--- src/rtl/pipe_stage_skid.sv ---
// Elastic pipeline stage register: valid/ready handshake, one main entry
// plus one skid entry, synchronous flush that empties the stage. in_ready is
// a registered signal, so stalls never form a combinational ready chain.
module pipe_stage_skid #(
  parameter int                DATA_W = 32,
  parameter logic [DATA_W-1:0] BUBBLE = '0
) (
  input  logic              clk,
  input  logic              clr,
  input  logic              flush,
  input  logic              in_valid,
  output logic              in_ready,
  input  logic [DATA_W-1:0] in_data,
  output logic              out_valid,
  input  logic              out_ready,
  output logic [DATA_W-1:0] out_data,
  output logic [1:0]        occupancy
);

  typedef struct packed {
    logic              vld;
    logic [DATA_W-1:0] data;
  } entry_t;

  // Empty entries carry the bubble payload, so out_data is never stale.
  localparam entry_t EMPTY = '{vld: 1'b0, data: BUBBLE};

  entry_t main_q, main_d;
  entry_t skid_q, skid_d;
  logic   ready_q;
  logic   accept, drain;

  assign accept = in_valid & ready_q;
  assign drain  = main_q.vld & out_ready;

  // Next-state for both entries; the skid only fills while the main entry is stalled.
  always_comb begin
    main_d = main_q;
    skid_d = skid_q;
    if (flush) begin
      main_d = EMPTY;
      skid_d = EMPTY;
    end else if (!main_q.vld) begin
      if (accept) main_d = '{vld: 1'b1, data: in_data};
    end else if (drain) begin
      if (skid_q.vld) begin
        // Skid is older than anything arriving now; in_ready was 0, so no accept.
        main_d = skid_q;
        skid_d = EMPTY;
      end else if (accept) begin
        main_d = '{vld: 1'b1, data: in_data};
      end else begin
        main_d = EMPTY;
      end
    end else if (accept) begin
      skid_d = '{vld: 1'b1, data: in_data};
    end
  end

  // Storage plus registered ready; async clear discards everything held.
  always_ff @(posedge clk or negedge clr) begin
    if (!clr) begin
      main_q  <= EMPTY;
      skid_q  <= EMPTY;
      ready_q <= 1'b1;
    end else begin
      main_q  <= main_d;
      skid_q  <= skid_d;
      ready_q <= ~skid_d.vld;
    end
  end

  assign in_ready  = ready_q;
  assign out_valid = main_q.vld;
  assign out_data  = main_q.data;
  assign occupancy = {1'b0, main_q.vld} + {1'b0, skid_q.vld};

endmodule

--- config.mk ---
export PLATFORM = sky130hd
export DESIGN_NAME = pipe_stage_skid
export DESIGN_NICKNAME = d
export VERILOG_FILES = /design/src/rtl/pipe_stage_skid.sv
export SDC_FILE = /design/constraint.sdc
export NUM_CORES = 1
export LEC_CHECK = 0
export ABC_CLOCK_PERIOD_IN_PS = 3900
export BUFFER_PORTS_ARGS = -buffer_cell sky130_fd_sc_hd__buf_2
export CORE_MARGIN = 2
export CORE_UTILIZATION = 47
export CTS_CLUSTER_DIAMETER = 60
export DETAILED_ROUTE_END_ITERATION = 7
export GPL_ROUTABILITY_DRIVEN = 0
export PLACE_DENSITY = 0.78
export SLEW_MARGIN = 10
export SYNTH_ARGS = -nofsm -noshare
export SYNTH_HDL_FRONTEND = slang
export SYNTH_SLANG_ARGS = --single-unit
--- constraint.sdc ---
create_clock -name clk -period 3.9 [get_ports clk]
set_input_delay 0 -clock clk [delete_from_list [all_inputs] [get_ports clk]]
set_output_delay 0 -clock clk [all_outputs]
set_load 0.01 [all_outputs]
==> results of run 1 <==
## state kept, by name, summed over array words and instances, names as in the netlist
signal and cells:
out_data 32, in_ready 1, skid_q 33, out_valid 1
## cell usage after synthesis
cell type and instances:
o21ai_1 1, a21oi_2 1, o21ai_2 2, inv_2 1, and3_1 1, o2bb2ai_1 32
a32oi_1 32, nand2_1 3, nor2_2 1, nand2b_2 1, and2_1 1, ha_1 1
nand2_2 1, dfstp_2 1, dfrtp_1 66, buf_6 13, clkbuf_1 5, buf_2 4
a32o_1 32, nor3_4 1, or3b_1 1, buf_4 4, a21oi_1 2, inv_1 1
## path summary, 6_finish.rpt
path / from / slack, ns / to / cells after the start
hold reg to reg: out_data[11]$_DFFE_PN0P_ / 0.49 / out_data[11]$_DFFE_PN0P_ / 1
max in group asynchronous: clr / 2.73 / in_ready$_DFF_PN1_ / 3
setup / recovery: in_ready$_DFF_PN1_ / 1.87 / skid_q[20]$_DFFE_PN0P_ / 4
setup reg to reg: in_ready$_DFF_PN1_ / 1.87 / skid_q[20]$_DFFE_PN0P_ / 4
min in group asynchronous: clr / 0.23 / out_data[7]$_DFFE_PN0P_ / 2
hold / removal: out_ready / 0.16 / in_ready$_DFF_PN1_ / 3
## power by group
group / internal (uW) / leakage (uW) / switching, uW
registers: 716 / 0.000922 / 14.3
logic: 80.4 / 0.000686 / 111
clock network: 260 / 0.0000912 / 256
total: 1060 / 0.00170 / 382
## per-layer routing
metal / wire, um / vias to the layer above
met5: 0 / -
met4: 77 / 0
met3: 423 / 11
met2: 3080 / 101
li1: - / 1071
met1: 3054 / 1136
## stage by stage
step / worst slack (ns) / instances / utilization, % / instance area, sq um
after floorplan: 2.491 / 208 / - / 2905
after global placement: 1.900 / 333 / 53.45 / 3183
after detailed placement: 1.897 / 333 / 53.45 / 3183
after CTS: 1.877 / 383 / 62.31 / 3711
after global routing: 1.686 / 383 / 62.31 / 3711
final: 1.865 / 383 / 62.31 / 3711
## tightest hold or removal path, delay by kind of cell
kind,cells,cell delay (ns)
AND/OR/NAND/NOR,2,0.30
buffers and inverters,1,0.16
## what timing repair did
| item | CTS | global route |
|---|---|---|
| gates resized for setup | 0 | 0 |
| setup endpoints to repair | 0 | 0 |
| endpoints found under the hold margin | 79 | 0 |
| setup buffers | 0 | 0 |
| hold buffers | 35 | 0 |
## final cells by class
class | instances | area share, %
sequential | 67 | 45.21
clock inverter | 4 | 0.7080
multi-input combinational | 113 | 27.31
inverter | 2 | 0.2023
clock buffer | 11 | 4.080
tap | 75 | 2.529
timing repair buffer | 111 | 19.96
## cell families (layout without fill, tap and decap cells)
group                    count (synthesis)  after routing  share of synthesized area (%)
AO/OA/AOI/OAI                          102            102                          31.74
flip-flops                              67             67                          57.75
buffers and inverters                   28            128                          7.666
AND/OR/NAND/NOR                         10             10                          2.412
adder cells (fa/ha/maj)                  1              1                         0.4306
## layout by cell type, fill, tap and decap left out, types with 2 or more instances in the layout
cell type and count:
buf_4 4, dfrtp_1 66, o2bb2ai_1 32, clkbuf_8 11, buf_2 72, clkinv_2 2
o21ai_2 2, a21oi_1 2, a32oi_1 32, dlygate4sd3_1 35, a32o_1 32, nand2_1 3
==> results.yml, run 1 <==
die:
  floorplan.core_area_sq_mm: 0.005956
  start_util_pct: 48.78
  rows: 28
  die_w_um: 82.62
  dieArea_sq_mm: 0.006826
  die_h_um: 82.62
  num_io_pins: 73
synth:
  ys_ff_latch: 67
  yosysTopAreaCellShare_pct: 56.85
  synth_cells: 208
  ys_types: 24
  synth.avg_cell_area_sq_um: 13.97
  ys_seq_area_share_pct: 57.75
  netlist_top_cells_area: "dfrtp_1, a32o_1, a32oi_1"
  yosysWarnings: 0
  synth_area_sq_mm: 0.002905
  yosysTopAreaCell: "dfrtp_1"
  synth_nets: 246
clock_tree:
  root_buffer: "clkbuf_8"
  clock_path_buffers: 2
  clkSinkCount: 67
  clk_pin_slew_ns: 0.06
  htree_levels: 3
  cts_inserted_buffers: 9
  clk_latency_ns: 0.35
  cts_tree: "built"
worst_setup_path:
  cp_slowest_cell: "nor3_4"
  critPathMaxFanout: 32
  start_kind: "register"
  path_buf_inv: 0
  cp.arrival_ns: 2.30
  crit_path_end_kind: "register"
  cp_slowest_stage_delay_ns: 0.92
  required_ns: 4.17
  crit_family: "simple AND/OR/NAND/NOR gates"
  worstSetupPathType: "reg -> reg"
  worstPathCellList: "and2_2 -> nand2_2 -> nor3_4 -> a32o_1"
timing:
  period_share_pct: 52.17
  setup_viol: 0
  fmax_ghz: 0.4915
  worstMarginPinSlew_ns: 1.207
  holdWs_ns: 0.1632
  slew_viol_final: 0
  fin_setup_tns_ns: 0
  period_needed_ns: 2.035
  rsz0062_at_grt: "no"
  skew_ns: 0.01125
  maxSlewHeadroom_pct: 19.24
  hold_viol_final: 0
drt:
  wire_per_inst_um: 17.33
  ant_nets: 0
  vias: 2319
  wl_um: 6636
  drtIter0Drc: 215
  drc: 0
  drt-pass1-iter-count: 4
  avgViaCountPerCell: 6.055
global_routing:
  met1_usage_pct: 28.83
  grt_pass1_vias: 2199
  grt-busiest-layer: "met2"
  antenna_found_initial: 0
  grtUsageMet2_pct: 31.61
  grt_start_max_net_pins: 66
  grt_overflow: 0
  met3_usage_pct: 6.957
  grt_pass1_wl_um: 10670
  grt.total_usage_pct: 20.95
final_layout:
  area_growth_pct: 27.73
  seq_area_sq_mm: 0.001678
  num-nets-final: 342
  multi_input_area_sq_mm: 0.001013
  final_layout_size_suffix_gt1_share_pct: 32.79
  num_antenna_cells: 0
  fillers: 479
pwr:
  power_leakage_uw: 0.001700
  p_total_uw: 1439
  vdd_ir_drop_max_uv: 293.4
  cellPowerDensity_mw_per_mm2: 387.8
job:
  maxCapViolations: 0
place:
  port_buffers: 72
  hpwl_um: 3900
hold_path:
  hp-class: "in -> reg"
status:
  status: "finished, final reports clean"
Note: power is estimated with default switching activity, not from simulation.
==> run 2: changes to the inputs <==
ABC_CLOCK_PERIOD_IN_PS = 1710   (was 3900)
PLACE_DENSITY = 0.81   (was 0.78)
clock period = 1.71 ns   (was 3.9 ns; I/O delays follow)
==> results.yml, run 2 (synthesized netlist as in run 1, its figures left out) <==
status:
  status: "finished, final reports clean"
final_layout:
  final_layout_size_suffix_gt1_share_pct: 35.31
  largest_register_ffs: 33
  layout_common_cells: "buf_2, dfrtp_1, dlygate4sd3_1"
  num_antenna_cells: 0
  regMostFlops: "skid_q"
  fillers: 474
  layout_commonest_cell: "buf_2"
  area_growth_pct: 33.94
  num-nets-final: 353
pwr:
  power_leakage_uw: 0.001795
  cellPowerDensity_mw_per_mm2: 959.2
  vdd_ir_drop_max_uv: 661.7
timing:
  skew_ns: 0.008192
  maxSlewHeadroom_pct: 61.31
  slew_viol_final: 0
  fmax_ghz: 0.6338
  worstMarginPinSlew_ns: 0.5802
  period_share_pct: 92.26
  setup_viol: 0
  holdWs_ns: 0.1573
  hold_viol_final: 0
  period_needed_ns: 1.578
  rsz0062_at_grt: "no"
  fin_setup_tns_ns: 0
drt:
  drtIter0Drc: 222
  ant_nets: 0
  vias: 2419
  drt-pass1-iter-count: 4
  drc: 0
  avgViaCountPerCell: 6.124
  wire_per_inst_um: 18.78
  wl_um: 7420
clock_tree:
  clock_path_buffers: 2
  cts_tree: "built"
  cts_inserted_buffers: 9
  clk_pin_slew_ns: 0.07
  htree_levels: 3
  clkSinkCount: 67
  postCtsSetupRepairBufs: 0
  root_buffer: "clkbuf_8"
  clk_latency_ns: 0.34
worst_setup_path:
  critPathMaxFanout: 23
  start_kind: "register"
  critPathCapture: "out_data[10]$_DFFE_PN0P_"
  r2r_start: "skid_q[32]$_DFF_PN0_"
  required_ns: 1.97
  r2r-end: "out_data[10]$_DFFE_PN0P_"
  cp.arrival_ns: 1.84
  crit_path_end_kind: "register"
  reg2reg_depth: 4
  crit_path_start: "skid_q[32]$_DFF_PN0_"
  r2r_setup_slack_ns: 0.13
  worstSetupPathType: "reg -> reg"
global_routing:
  grt_pass1_vias: 2374
  grt_start_max_net_pins: 35
  grt.total_usage_pct: 23.68
  grt_overflow: 0
  grt_pass1_wl_um: 11920
  antenna_found_initial: 0
die:
  die_w_um: 82.62
  rows: 28
  start_util_pct: 48.78
  die_h_um: 82.62
  dieArea_sq_mm: 0.006826
  floorplan.core_area_sq_mm: 0.005956
  num_io_pins: 73
place:
  hpwl_um: 4571
  port_buffers: 72
job:
  maxCapViolations: 0
hold_path:
  hp-class: "in -> async"
==> run 2: stage by stage <==
step / instances / worst slack, ns / total power [uW] / util (%) / area (sq um)
4_1_cts: 395 / 0.08254 / 3767 / 65.25 / 3886
6_report: 395 / 0.1323 / 3732 / 65.34 / 3891
3_5_place_dp: 344 / 0.09237 / 2112 / 55.34 / 3296
2_1_floorplan: 208 / 0.3009 / 1924 / - / 2905
3_3_place_gp: 344 / 0.1361 / 2103 / 55.34 / 3296
5_1_grt: 395 / 0.01365 / 3897 / 65.34 / 3891
==> run 2: layout make-up <==
cell class	count	area, sq um	share of cell area (%)
Sequential cell	67	1678	43.12
Tap cell	75	93.84	2.412
Clock buffer	9	123.9	3.183
Clock inverter	7	116.4	2.990
Inverter	2	7.507	0.1929
Timing Repair Buffer	122	860.8	22.12
Multi-Input combinational cell	113	1011	25.98
==> run 2: power breakdown <==
part           internal, uW  switching, uW
clock network           965            620
registers              1630           32.2
logic                   211            270
total                  2810            923
==> run 2: critical path, cell delays in order, from the launching register on <==
cell	delay, ns
dfrtp_1	0.43
o21ai_2	0.51
buf_12	0.24
a32oi_1	0.12
o2bb2ai_1	0.19
==> run 2: how the worst min path moves through the flow <==
stage / start / to / slack (ns) / depth (start not counted)
finish: clr / skid_q[23]$_DFFE_PN0P_ / 0.16 / 2
global route: out_ready / in_ready$_DFF_PN1_ / 0.18 / 3
detailed placement: clr / out_data[21]$_DFFE_PN0P_ / 0.005 / 1
CTS: out_ready / in_ready$_DFF_PN1_ / 0.14 / 3
global placement: clr / skid_q[23]$_DFFE_PN0P_ / -0.003 / 1
floorplan: clr / out_data[0]$_DFFE_PN0P_ / -0.30 / 0
==> run 2: per-layer routing <==
metal  GRT usage [%]  routed length (um)  part of all wire [%]
met4           7.377                  99                   1.3
met2           37.10                3495                    47
met5               0                   0                     0
met3           6.087                 538                   7.3
met1           32.48                3285                    44
==> run 2: repair_timing <==
item | 4_1_cts | 5_1_grt
setup endpoints to repair | 0 | 17
gates resized for setup | 0 | 1
hold endpoints to repair | 78 | 0
hold buffers | 35 | 0
